--- config.mk ---
export PLATFORM = sky130hd
export DESIGN_NAME = vip_window_ctrl_3x3
export DESIGN_NICKNAME = d
export VERILOG_FILES = /design/src/rtl/vip_window_ctrl_3x3.sv
export SDC_FILE = /design/constraint.sdc
export NUM_CORES = 1
export LEC_CHECK = 0
export ABC_AREA = 0
export CORE_MARGIN = 8
export CORE_UTILIZATION = 39
export DETAILED_ROUTE_END_ITERATION = 8
export PLACE_DENSITY_LB_ADDON = 0.12
export SLEW_MARGIN = 20
export SYNTH_ARGS = -nofsm -noshare
export SYNTH_HDL_FRONTEND = slang
export SYNTH_SLANG_ARGS = --single-unit
--- constraint.sdc ---
create_clock -name clk -period 4.53 [get_ports clk]
set_clock_uncertainty 0.1 [all_clocks]
set_input_delay 0.453 -clock clk [delete_from_list [all_inputs] [get_ports clk]]
set_output_delay 0.453 -clock clk [all_outputs]
set_load 0.03 [all_outputs]
--- src/rtl/vip_window_ctrl_3x3.sv ---
// rtl/vip_window_ctrl_3x3.sv - frame/line timing, LAT-aligned window coordinates
// and geometry checking alongside the 3x3 window generator.
module vip_window_ctrl_3x3 #(
  parameter int IMG_W = 640,
  parameter int IMG_H = 480,
  parameter int CW    = 11,
  parameter int RW    = 10,
  parameter int LAT   = 2
) (
  input  logic          clk,
  input  logic          rst,
  input  logic          per_frame_vsync,
  input  logic          per_frame_href,
  input  logic          per_frame_clken,
  output logic [CW-1:0] win_col,
  output logic [RW-1:0] win_row,
  output logic          win_valid,
  output logic          frame_start,
  output logic          line_done,
  output logic          frame_done,
  output logic [CW-1:0] meas_w,
  output logic [RW-1:0] meas_h,
  output logic          size_err
);

  typedef enum logic [1:0] {IDLE, FRAME, LINE, DONE} state_t;

  state_t        state_q, state_d;
  logic          vsync_q, href_q;
  logic          seen_low_q, seen_low_d;
  logic [CW-1:0] col_q, col_d;
  logic [RW-1:0] row_q, row_d;
  logic          frame_start_q, frame_start_d;
  logic          line_done_q, line_done_d;
  logic          frame_done_q, frame_done_d;
  logic [CW-1:0] meas_w_q, meas_w_d;
  logic [RW-1:0] meas_h_q, meas_h_d;
  logic          size_err_q, size_err_d;

  logic          pv_q [LAT];
  logic          pv_d [LAT];
  logic [CW-1:0] pc_q [LAT];
  logic [CW-1:0] pc_d [LAT];
  logic [RW-1:0] pr_q [LAT];
  logic [RW-1:0] pr_d [LAT];

  logic          vs_rise, vs_fall, hr_rise, hr_fall, qual;
  logic          line_pix;
  logic [CW-1:0] pix_col, col_inc;
  logic [RW-1:0] row_inc;

  assign vs_rise = per_frame_vsync & ~vsync_q;
  assign vs_fall = ~per_frame_vsync & vsync_q;
  assign hr_rise = per_frame_href & ~href_q;
  assign hr_fall = ~per_frame_href & href_q;
  assign qual    = per_frame_href & per_frame_clken;
  assign col_inc = (&col_q) ? col_q : col_q + 1'b1;
  assign row_inc = (&row_q) ? row_q : row_q + 1'b1;

  always_comb begin
    state_d       = state_q;
    seen_low_d    = seen_low_q | ~per_frame_vsync;
    col_d         = col_q;
    row_d         = row_q;
    frame_start_d = 1'b0;
    line_done_d   = 1'b0;
    frame_done_d  = 1'b0;
    meas_w_d      = meas_w_q;
    meas_h_d      = meas_h_q;
    size_err_d    = size_err_q;
    line_pix      = 1'b0;
    pix_col       = col_q;
    case (state_q)
      IDLE: begin
        // A frame already running when we come out of reset is skipped.
        if (seen_low_q && vs_rise) begin
          frame_start_d = 1'b1;
          size_err_d    = 1'b0;
          row_d         = '0;
          state_d       = FRAME;
        end
      end
      FRAME: begin
        if (vs_fall) begin
          state_d = DONE;
        end else if (hr_rise) begin
          line_pix = qual;
          pix_col  = '0;
          col_d    = CW'(qual);
          state_d  = LINE;
        end
      end
      LINE: begin
        if (vs_fall || hr_fall) begin
          if (col_q != '0) begin
            line_done_d = 1'b1;
            meas_w_d    = col_q;
            row_d       = row_inc;
            if (col_q != CW'(IMG_W)) size_err_d = 1'b1;
          end
          if (vs_fall && !hr_fall) size_err_d = 1'b1;
          state_d = vs_fall ? DONE : FRAME;
        end else if (qual) begin
          line_pix = 1'b1;
          col_d    = col_inc;
        end
      end
      DONE: begin
        frame_done_d = 1'b1;
        meas_h_d     = row_q;
        if (row_q != RW'(IMG_H)) size_err_d = 1'b1;
        state_d = IDLE;
      end
      default: state_d = IDLE;
    endcase
  end

  // Coordinate stages only load on a real pixel so the output holds between pixels.
  always_comb begin
    for (int i = 0; i < LAT; i++) begin
      if (i == 0) begin
        pv_d[i] = line_pix;
        pc_d[i] = line_pix ? pix_col : pc_q[i];
        pr_d[i] = line_pix ? row_q : pr_q[i];
      end else begin
        pv_d[i] = pv_q[i-1];
        pc_d[i] = pv_q[i-1] ? pc_q[i-1] : pc_q[i];
        pr_d[i] = pv_q[i-1] ? pr_q[i-1] : pr_q[i];
      end
    end
  end

  always_ff @(posedge clk or posedge rst) begin
    if (rst) begin
      state_q       <= IDLE;
      vsync_q       <= 1'b0;
      href_q        <= 1'b0;
      seen_low_q    <= 1'b0;
      col_q         <= '0;
      row_q         <= '0;
      frame_start_q <= 1'b0;
      line_done_q   <= 1'b0;
      frame_done_q  <= 1'b0;
      meas_w_q      <= '0;
      meas_h_q      <= '0;
      size_err_q    <= 1'b0;
      for (int i = 0; i < LAT; i++) begin
        pv_q[i] <= 1'b0;
        pc_q[i] <= '0;
        pr_q[i] <= '0;
      end
    end else begin
      state_q       <= state_d;
      vsync_q       <= per_frame_vsync;
      href_q        <= per_frame_href;
      seen_low_q    <= seen_low_d;
      col_q         <= col_d;
      row_q         <= row_d;
      frame_start_q <= frame_start_d;
      line_done_q   <= line_done_d;
      frame_done_q  <= frame_done_d;
      meas_w_q      <= meas_w_d;
      meas_h_q      <= meas_h_d;
      size_err_q    <= size_err_d;
      for (int i = 0; i < LAT; i++) begin
        pv_q[i] <= pv_d[i];
        pc_q[i] <= pc_d[i];
        pr_q[i] <= pr_d[i];
      end
    end
  end

  assign win_col     = pc_q[LAT-1];
  assign win_row     = pr_q[LAT-1];
  assign win_valid   = pv_q[LAT-1] && (win_row >= RW'(2)) && (win_col >= CW'(2));
  assign frame_start = frame_start_q;
  assign line_done   = line_done_q;
  assign frame_done  = frame_done_q;
  assign meas_w      = meas_w_q;
  assign meas_h      = meas_h_q;
  assign size_err    = size_err_q;

endmodule

* Word level (Yosys, flattened, before mapping)
Cells that the tools add are included.
** Cells by class
- $add $sub $neg :: 2
- Magnitude comparators :: 2
- Equality and inequality tests :: 18
- Muxes and demuxes :: 38
- Bitwise operators :: 10
- Reductions and logical operators :: 18
** Operators by type and width (count)
- two-way mux 11 bit :: 8
- two-way mux 10 bit :: 4
- one-hot mux 11 bit (2 select lines) :: 1
- != test 2 bit (second input constant) :: 10
- one-hot mux 10 bit (2 select lines) :: 1
- two-way mux 1 bit :: 16
- AND reduction 6 bit :: 2
- adder 11 x 1 -> 11 bit (second input constant) :: 1
- >= comparator 11 x 2 -> 1 bit (second input constant) :: 1
- != test 11 x 10 -> 1 bit (second input constant) :: 1
- AND reduction 11 bit :: 1
- nonzero test 11 bit :: 1
- adder 10 x 1 -> 10 bit (second input constant) :: 1
- >= comparator 10 x 2 -> 1 bit (second input constant) :: 1
- two-way mux 2 bit :: 5
- != test 10 x 9 -> 1 bit (second input constant) :: 1
- AND reduction 10 bit :: 1
- != test 3 bit (second input constant) :: 3
- one-hot mux 2 bit (4 select lines) :: 1
- AND reduction 3 bit :: 2
- bitwise AND 1 bit :: 5
- AND reduction 5 bit :: 1
- equality test 2 bit (second input constant) :: 2
- logical AND 1 bit :: 4
- 10 further kinds :: 14
** Storage, ports and cells
- Bits in registers :: 95
- Bits of input ports :: 5
- Output and inout bits :: 47
- Logic and storage cells :: 106

* Depth between registers and ports, before layout
Gate-level depths: netlist of the first run.
- Word-level depth :: 7
- Depth in mapped cells :: 9
- Gate-level depth less buffers :: 7

* Worst setup path before layout of the first run
Ideal clock, no wire load.
- Kind :: register to register
- From :: reg state_q[0]
- To :: reg col_q[5]
- Library setup time :: 0.069 ns
- Arrival :: 1.908 ns
- Required time :: 4.361 ns
- Setup slack :: 2.453 ns
- Stages on the path, launching flop included :: 9
- Buffers on the path :: 1
- Period minus slack after synthesis :: 2.077 ns
- Path through :: dfrtp_1 > inv_1 > ha_1 > buf_4 > mux2_1 > nand4_1 > a31o_2 > or4_1 > nand3_1
** Between the ends
- Cells in the longest elaborated chain, start to end :: 3
- Elaborated cells on any way between the ends :: 10
- Those cells by class :: eq/ne (7); mux (1); reduce/logical (2)
** RTL lines
- start, declared :: RTL line 28 : state_t state_q, state_d;
- start signal, assigned :: RTL line 153 : state_q <= state_d;
- equality test 2 bit or equality test 2 x 1 -> 1 bit (tied branches) :: RTL line 73 : case (state_q)
- != test 2 bit (no line) or nonzero test 2 bit (tied branches)
- AND reduction 6 bit (no line)
- end signal, assigned :: RTL line 157 : col_q <= col_d;
- end, declared :: RTL line 31 : logic [CW-1:0] col_q, col_d;
Parallel ways exist; a longest one is shown, timed or not.
A chain may end at the register's enable or synchronous reset.

* Worst setup path in the final report of the first run
- From :: reg state_q[0]
- To :: reg row_q[5]
** Between the ends
- Cells in the longest elaborated chain, start to end :: 3
- Elaborated cells on any way between the ends :: 9
- Those cells by class :: eq/ne (5); mux (1); reduce/logical (3)
** RTL lines
- equality test 2 bit or logical NOT 2 bit (tied branches) :: RTL line 73
- != test 2 bit (no line) or nonzero test 2 bit (tied branches)
- AND reduction 5 bit (no line)
- end signal, assigned :: RTL line 158 : row_q <= row_d;
- end, declared :: RTL line 32 : logic [RW-1:0] row_q, row_d;
Parallel ways exist; a longest one is shown, timed or not.

==> results of run 1 <==
-- worst min-delay path by stage --
| stage | cells after the start | end | slack (ps) | startpoint |
|---|---|---|---|---|
| after floorplan | 0 | pv_q[0] | 300 | pv_d[0] |
| after global placement | 2 | pc_q[21] | 370 | pc_q[21] |
| after detailed placement | 2 | meas_w[0] | 370 | meas_w[0] |
| after CTS | 2 | meas_w[0] | 390 | meas_w[0] |
| after global routing | 1 | seen_low_q | 430 | seen_low_q |
| final | 2 | pc_q[21] | 380 | pc_q[21] |
-- per-stage QoR --
step	worst slack (ps)	util [%]	hold slack (ps)
finish	1628	45.97	375.3
global route	1417	45.97	425.2
CTS	1673	45.97	387.4
detailed placement	1380	43.52	372.5
global placement	1495	43.52	365.8
floorplan	1500	-	298.3
-- per-layer routing --
layer	up-vias	GRT usage (%)	routed length, um
met4	0	5.117	147
met2	62	18.15	3843
li1	1490	-	-
met5	-	0	0
met1	1475	19.13	4815
met3	12	2.584	529
-- logic make-up after synthesis --
| group | share of synthesized area [%] |
|---|---|
| AO/OA/AOI/OAI | 11.14 |
| AND/OR/NAND/NOR | 14.03 |
| multiplexers | 12.10 |
| buffers and inverters | 7.690 |
| XOR/XNOR | 0.1930 |
| adder cells (fa/ha/maj) | 2.481 |
| flip-flops | 52.37 |
-- Yosys cell counts (all sizes together) (2+ instances only) --
cell,n,share of area (%)
dfrtp,95,52
nand2,52,4.4
mux2,47,12
buf,32,5.3
o21ai,30,3.3
nand3,18,2.0
clkbuf,15,1.3
inv,14,1.2
a21oi,13,1.4
nor2,11,0.91
ha,9,2.5
nand2b,6,0.83
nand4,6,0.83
a31oi,5,0.69
o41ai,5,1.5
and3,4,0.58
nand4b,4,0.77
nor3,4,0.44
nor4,4,0.55
or4,4,0.66
nor2b,3,0.41
o31ai,3,0.50
a21o,2,0.33
and4,2,0.39
mux2i,2,0.44
nor4b,2,0.72
o211ai,2,0.33
o221ai,2,0.52
o22ai,2,0.28
-- worst max-delay path, cell delays in order (launching register included) --
cell     delay, ps
dfrtp_1        400
inv_1          120
ha_1           210
buf_4          220
inv_1          430
o32a_1         300
o41a_1         460
nand3_1        290
o31ai_1        270
-- sequential cells by signal, summed over array words and instances (netlist names), 10 cells and up --
register,flops
win_row,10
col_q,11
meas_w,11
win_col,11
meas_h,10
row_q,10
pr_q,10
pc_q,11
-- power by group --
group          leakage, uW  switching (uW)  internal (uW)
Sequential         0.00127             229           1040
Combinational     0.000911             539            402
Clock             0.000125             315            388
-- cell type report --
type / instances / area (um^2)
Inverter: 14 / 53.80
Timing Repair Buffer: 53 / 525.5
Sequential cell: 95 / 2377
Multi-Input combinational cell: 256 / 1813
Tap cell: 143 / 178.9
Clock buffer: 12 / 246.5
Clock inverter: 4 / 31.28
Fill cell: 1104 / 6143
==> results by group, run 1 <==
Drt
  – DRT Pass-1 Iters: 4
  – Initial DRC count: 280
  – Routed vias/inst: 5.267
  – WL/cell: 16.18 um
  – Drt total wl: 9336 um
  – DR vias: 3039
  – Drt drc: 0
  – Post-route ant nets: 0

Flow run
  – Maxcap violations: 0

Global routing
  – Number of global-route vias before repair: 3044
  – Total GRT Usage: roughly 13%
  – Global-route wire length before repair: 15850 um
  – Largest net degree at the start of global routing: 63
  – Total grt overflow: 0
  – Antenna violations before repair: 0

STA
  – Relative slew slack: 33.00%
  – Final period utilization: 64.05%
  – Final min period: 2902 ps
  – Final setup violation count: 0
  – Final setup TNS: 0 ps
  – Worst-Margin Slew: approximately 1000 ps
  – Max Clk Rate: 0.3446 GHz
  – Max Slew Vio Count: 0
  – RSZ-0062 raised after global routing: false
  – Final Hold Vio Count: 0

Floorplanning
  – Die ar.: around 0.015 mm^2
  – FP Rows: 39
  – # IOs: 52
  – Core Area: around 0.011 mm^2
  – Die height: 123.9 um
  – Initial Util: 39.93%
  – Die width: 123.9 um

Yosys
  – Synth async-reset ratio: 100.0%
  – Ys Warns: 0
  – Mapped Avg Cell Area: 11.02 um^2
  – #FFs+latches synth: between 90 and 100
  – Syn Std Cell Area: 0.004539 mm^2
  – Net Count, Synth: 426
  – Distinct cell type count after synthesis: 54
  – Most used DFF post-synth: dfrtp_1
  – Register area share after synthesis: 52.37%
  – Syn Inst Count: 412
  – Number of synthesized flops with an enable pin: 0

Placed design
  – DP HPWL: ~6500 um
  – Port Buf Inserts: 51
  – Cell Area, Placed: between 0.004 and 0.005 mm^2
  – Gpl congestion: between 0.8 and 0.9
  – Cell count after placement: 561

Pwr
  – Power per cell area: 556.9 mW/mm^2
  – Total chip power: about 2900 uW
  – Peak supply drop: about 0.00026 V
  – Leak pwr: roughly 0.0023 uW

CTS
  – CTS resizes: 0
  – Clk_lat worst skew: 330 ps
  – Clock root cell: clkbuf_16
  – Hold Buf Count CTS: 0
  – Register clock-pin slew on the reported worst setup and hold paths: around 70 ps
  – CTS Sinks: 95
  – CTS tree: built
  – CTS Buf Count: 9
  – # Post-CTS Setup Buffers: 0
  – Htree depth: 3
  – Maximum buffer depth of the clock tree: 2

Setup path
  – Worst r2r path cells: 8
  – Worst Path Max Fanout: 27
  – Required @ worst endpoint: between 4000 and 5000 ps
  – Critical path launch point type: flop
  – CP arrival: 3040 ps
  – Reg-to-reg endpoint: row_q[5]
  – Worst Setup SP: state_q[0]
  – R2R setup slack: 1630 ps
  – Crit path capture type: flop
  – Reg2reg start: state_q[0]
  – Kind of critical path: reg -> reg
  – Setup crit end: row_q[5]

Layout
  – Area delta synth->final: 15.13%
  – Most common cell after layout, fill and taps aside: dfrtp_1
  – Final cell count without fillers: 577
  – Final Net Count: 443
  – Commonest non-fill, non-tap cells in the layout: dfrtp_1 (95), nand2_1 (51), clkdlybuf4s50_1 (51), mux2_2 (46), o21ai_0 (26)
  – Fin area: 0.005226 mm^2
  – Antenna Cells: 0
  – Share of cells above drive strength 1: 16.59%

Run status
  – Status: completed

Min path
  – HP Class: reg -> reg
(Power assumes the default switching activity.)
==> run 2: changes to the inputs <==
==> constraint.sdc (replaced) <==
create_clock -name clk -period 2.85 [get_ports clk]
set_clock_uncertainty 0.1 [all_clocks]
set_input_delay 0.285 -clock clk [delete_from_list [all_inputs] [get_ports clk]]
set_output_delay 0.285 -clock clk [all_outputs]
set_load 0.03 [all_outputs]
==> run 2 against run 1 <==
Effect of this change:
- power up 68%
- design area up 2.7%
- first-iteration DRC count down 24%
- critical endpoint is now col_q[5]
- largest cell class unchanged
- highest routed layer unchanged
==> results by group, run 2 (synthesis gave the netlist of run 1 again) <==
Run status
  – Status: completed

Global routing
  – Total GRT Usage: around 12%
  – Largest net degree at the start of global routing: 35
  – Total grt overflow: 0
  – Number of global-route vias before repair: 2901
  – Antenna violations before repair: 0
  – Global-route wire length before repair: 15210 um

CTS
  – CTS Sinks: 95
  – Hold Buf Count CTS: 0
  – CTS Buf Count: 9
  – Maximum buffer depth of the clock tree: 2
  – Htree depth: 3
  – Clock root cell: clkbuf_16
  – CTS tree: built
  – Register clock-pin slew on the reported worst setup and hold paths: approximately 60 ps
  – Clk_lat worst skew: 340 ps

Drt
  – DRT Pass-1 Iters: 4
  – Post-route ant nets: 0
  – Routed vias/inst: 5.216
  – Initial DRC count: 212
  – Top Metal Used: met4
  – Drt drc: 0
  – M1 wire length: 4699 um
  – Met2 wire length: 3757 um
  – WL/cell: 15.72 um
  – Drt total wl: 9180 um
  – DR vias: between 3000 and 4000
  – Met3 Wirelength: between 600 and 700 um

Setup path
  – Critical path launch point type: flop
  – CP max-delay cell: or4_1
  – Required @ worst endpoint: 3020 ps
  – CP arrival: around 2700 ps
  – Slowest Stage Delay on Critical Path: a little under 500 ps
  – Worst-path cell chain: inv_1 > ha_1 > inv_1 > buf_4 > nand2_1 > a31o_2 > or4_1 > nand3_1
  – Delay-heaviest family, CP: simple AND/OR/NAND/NOR gates
  – Kind of critical path: reg -> reg
  – R2R setup slack: 290 ps
  – Buf/Inv on CP: 3
  – Crit-path most repeated cell: inv_1
  – Worst Path Max Fanout: 15
  – Reg2reg start: state_q[0]
  – Crit path capture type: flop
  – Worst r2r path cells: 8
  – Reg-to-reg endpoint: col_q[5]

STA
  – Worst-Margin Slew: 835.9 ps
  – Final period utilization: 89.71%
  – Final Hold Vio Count: 0
  – Worst hold margin: 325.3 ps
  – Max Slew Vio Count: 0
  – Final setup violation count: 0
  – Final setup TNS: 0 ps
  – Max Clk Rate: 0.3911 GHz
  – RSZ-0062 raised after global routing: false
  – Setup ws final: 293.1 ps
  – Relative slew slack: 44.08%
  – Final min period: between 2000 and 3000 ps

Floorplanning
  – # IOs: 52
  – Die width: ~120 um
  – Core Area: around 0.011 mm^2
  – Die height: 123.9 um
  – Initial Util: 39.93%
  – FP Rows: 39
  – Die ar.: ~0.015 mm^2

Pwr
  – Peak supply drop: 0.0003941 V
  – Total chip power: 4887 uW
  – Leak pwr: 0.002386 uW
  – Power per cell area: 910.3 mW/mm^2

Placed design
  – Gpl congestion: 0.8546
  – Port Buf Inserts: 51
  – DP HPWL: 6629 um
  – Pre-CTS setup slack: 249.3 ps
  – Cell Area, Placed: 0.005029 mm^2

Layout
  – Share of cells above drive strength 1: between 10% and 20%
  – Area delta synth->final: 18.27%
  – Commonest non-fill, non-tap cells in the layout: dfrtp_1 (95), nand2_1 (51), clkdlybuf4s50_1 (51), mux2_2 (46), o21ai_0 (26)
  – Fin area: 0.005369 mm^2
  – Most common cell after layout, fill and taps aside: dfrtp_1
  – Antenna Cells: 0
  – Final Net Count: 450
  – Fillers: 1045

Flow run
  – Maxcap violations: 0

Min path
  – HP Class: in -> async
## run 2: per-stage QoR
| step | utilization [%] | instances |
|---|---|---|
| 2_1_floorplan | - | 412 |
| 4_1_cts | 47.21 | 584 |
| 5_1_grt | 47.22 | 584 |
| 6_report | 47.22 | 584 |
| 3_5_place_dp | 44.23 | 568 |
| 3_3_place_gp | 44.23 | 568 |
## run 2: how the worst max path moves through the flow
stage                     cells past startpoint  slack [ps]        from         to
after global placement                        7         290  state_q[0]   row_q[5]
after detailed placement                      7         250  state_q[0]   row_q[5]
after global routing                          5         120  win_row[8]  win_valid
final                                         8         290  state_q[0]   col_q[5]
after CTS                                     5         220  win_row[8]  win_valid
after floorplan                               8         770  state_q[0]   col_q[5]
## run 2: power by group
part / total (uW) / switching [uW] / internal, uW / leakage, uW
Combinational: 1570 / 892 / 679 / 0.000951
Sequential: 1980 / 327 / 1650 / 0.00127
Clock: 1340 / 517 / 825 / 0.000167
## run 2: worst reg2reg max path: stages (launching register included)
cell     delay [ps]
dfrtp_1         390
inv_1           120
ha_1            370
inv_1           290
buf_4           220
nand2_1          70
a31o_2          350
or4_1           490
nand3_1         100
## run 2: layout make-up
type,instances,area (um^2),area share [%]
sequential,95,2377,44.28
tap,143,178.9,3.333
inverter,14,56.30,1.049
multi-input combinational,256,1814,33.79
clock buffer,11,252.7,4.708
timing repair buffer,60,603.1,11.23
clock inverter,5,86.33,1.608
## run 2: per-layer routing
layer  vias up  GRT usage (%)
met3         6          3.717
met1      1458          18.17
met5         -              0
met2        80          16.87
met4         0          4.966
li1       1502              -
## run 2: timing repair
action | in CTS | in global routing
buffers inserted | 0 | 0
gates resized for setup | 0 | 1
endpoints found under the setup margin | 0 | 1
==> run 3: changes to the inputs <==
==> constraint.sdc (replaced) <==
create_clock -name clk -period 2.9 [get_ports clk]
set_clock_uncertainty 0.1 [all_clocks]
set_input_delay 0.29 -clock clk [delete_from_list [all_inputs] [get_ports clk]]
set_output_delay 0.29 -clock clk [all_outputs]
set_load 0.03 [all_outputs]
==> run 3 against run 2 <==
Effect of this change:
- worst hold slack lost 300 ps
- highest routed layer unchanged
- utilization shrank 0.81 points
- critical path depth shrank 3
- power shrank 6.1%
- cell count shrank 0.34%
==> results by group, run 3 (synthesis gave the netlist of run 1 again) <==
Floorplanning
  – Initial Util: 39.93%
  – Die height: ~120 um
  – # IOs: between 50 and 60
  – Die width: 123.9 um
  – Die ar.: 0.01535 mm^2
  – Core Area: approximately 0.011 mm^2
  – FP Rows: 39

CTS
  – CTS Sinks: 95
  – Clk_lat worst skew: between 300 and 400 ps
  – CTS Buf Count: 9
  – # Post-CTS Setup Buffers: 0
  – Htree depth: 3
  – CTS tree: built
  – Hold Buf Count CTS: 0
  – Clock root cell: clkbuf_16
  – Register clock-pin slew on the reported worst setup and hold paths: 60 ps
  – CTS resizes: 0
  – Maximum buffer depth of the clock tree: 2

STA
  – Final setup TNS: 0 ps
  – Worst-Margin Slew: 864.7 ps
  – Max Slew Vio Count: 0
  – RSZ-0062 raised after global routing: false
  – Relative slew slack: 42.16%
  – Final Hold Vio Count: 0
  – Final min period: ~2500 ps
  – Max Clk Rate: approximately 0.40 GHz
  – Final setup violation count: 0
  – Final period utilization: 86.89%

Global routing
  – Largest net degree at the start of global routing: 48
  – Number of global-route vias before repair: 2931
  – Antenna violations before repair: 0
  – Total GRT Usage: 12.88%
  – Global-route wire length before repair: 15440 um
  – Total grt overflow: 0

Setup path
  – Worst Path Max Fanout: 3
  – Worst-path cell chain: nor4_1 > nand2_1 > o41ai_1 > a31oi_1 > clkdlybuf4s50_1
  – Required @ worst endpoint: 2510 ps
  – Delay-heaviest family, CP: buffers and inverters
  – Critical path launch point type: flop
  – Kind of critical path: reg -> out
  – Slowest Stage Delay on Critical Path: 610 ps
  – CP max-delay cell: clkdlybuf4s50_1
  – Buf/Inv on CP: 1
  – Crit path capture type: output port
  – CP arrival: 2130 ps

Layout
  – Most common cell after layout, fill and taps aside: dfrtp_1
  – Antenna Cells: 0
  – Area delta synth->final: 16.23%
  – Final Net Count: 449
  – Final core occ: 46.41%
  – Commonest non-fill, non-tap cells in the layout: dfrtp_1 (95), nand2_1 (51), clkdlybuf4s50_1 (51), mux2_2 (46), o21ai_0 (26)
  – Final cell count without fillers: a little under 600
  – Share of cells above drive strength 1: 18.00%

Run status
  – Status: completed

Drt
  – DR vias: between 3000 and 4000
  – Routed vias/inst: 5.263
  – Met3 Wirelength: 586 um
  – Met2 wire length: 3913 um
  – Drt total wl: 9276 um
  – M1 wire length: 4682 um
  – Drt drc: 0
  – Initial DRC count: 181
  – WL/cell: 15.94 um
  – Top Metal Used: met4
  – DRT Pass-1 Iters: 4
  – Post-route ant nets: 0

Placed design
  – DP HPWL: between 6000 and 7000 um
  – Port Buf Inserts: 51
  – Cell count after placement: 567
  – Gpl congestion: around 0.84

Pwr
  – Sw Share: a little under two fifths
  – Flop pwr share: 43.1%
  – Power per cell area: 869.4 mW/mm^2
  – Leak pwr: 0.002345 uW
  – Internal: just under 3000 uW
  – Logic pwr share: 32.4%
  – Clk network pwr share: about a quarter
  – Peak supply drop: around 0.00033 V
  – Switching power: between 1500 and 2000 uW
  – Total chip power: 4587 uW

Flow run
  – Maxcap violations: 0

Min path
  – HP Class: in -> async
[run 3: changes by cell type in the layout (fill, tap and decap cells not counted), sizes merged]
cell    delta
bufinv     -2
clkinv     +2
buf        -1
inv        -1
[run 3: final timing paths]
path / slack [ps] / start / depth (start not counted) / endpoint
min in group clk: 380 / pc_q[19] / 2 / pc_q[19]
worst min register to register: 380 / pc_q[19] / 2 / pc_q[19]
worst max-delay path: 380 / win_row[8] / 5 / win_valid
worst max register to register: 500 / state_q[0] / 7 / row_q[2]
max in group asynchronous: 1870 / rst / 3 / href_q
worst min-delay path: 30 / rst / 2 / win_row[4]
[run 3: layout make-up]
type / instances / area, um^2
clock inverter: 4 / 30.03
multi-input combinational: 256 / 1813
fill: 1105 / 6093
timing repair buffer: 59 / 570.5
tap: 143 / 178.9
clock buffer: 11 / 252.7
inverter: 14 / 53.80
sequential: 95 / 2377
[run 3: power by group through the flow]
stage | registers [uW] | logic (uW) | clock network, uW
2_1_floorplan | 1980 | 1060 | 0
3_3_place_gp | 1990 | 1490 | 0
3_5_place_dp | 2000 | 1500 | 0
4_1_cts | 1980 | 1510 | 1160
5_1_grt | 2040 | 1650 | 1220
6_report | 1980 | 1490 | 1120
[run 3: routing by layer]
layer	vias up	track usage, %
li1	1491	-
met1	1494	18.47
met2	71	17.65
met3	7	3.490
met4	0	5.794
met5	-	0
[run 3: worst register-to-register path: stages, from the launching register on]
cell and delay [ps]:
dfrtp_1 410, inv_1 150, ha_1 310, buf_4 260, nand2b_1 160, o41a_1 520, nand3_1 260, o21ai_0 130
[run 3: per-stage QoR]
stage | hold WS, ps | worst slack, ps | cell area [um^2]
6_report | 28.69 | 380.3 | 5276
5_1_grt | 56.93 | 210.1 | 5276
4_1_cts | 24.15 | 270.6 | 5276
3_5_place_dp | 370.9 | 426.8 | 4994
3_3_place_gp | 363.7 | 453.3 | 4994
2_1_floorplan | 221.4 | 32.98 | 4539
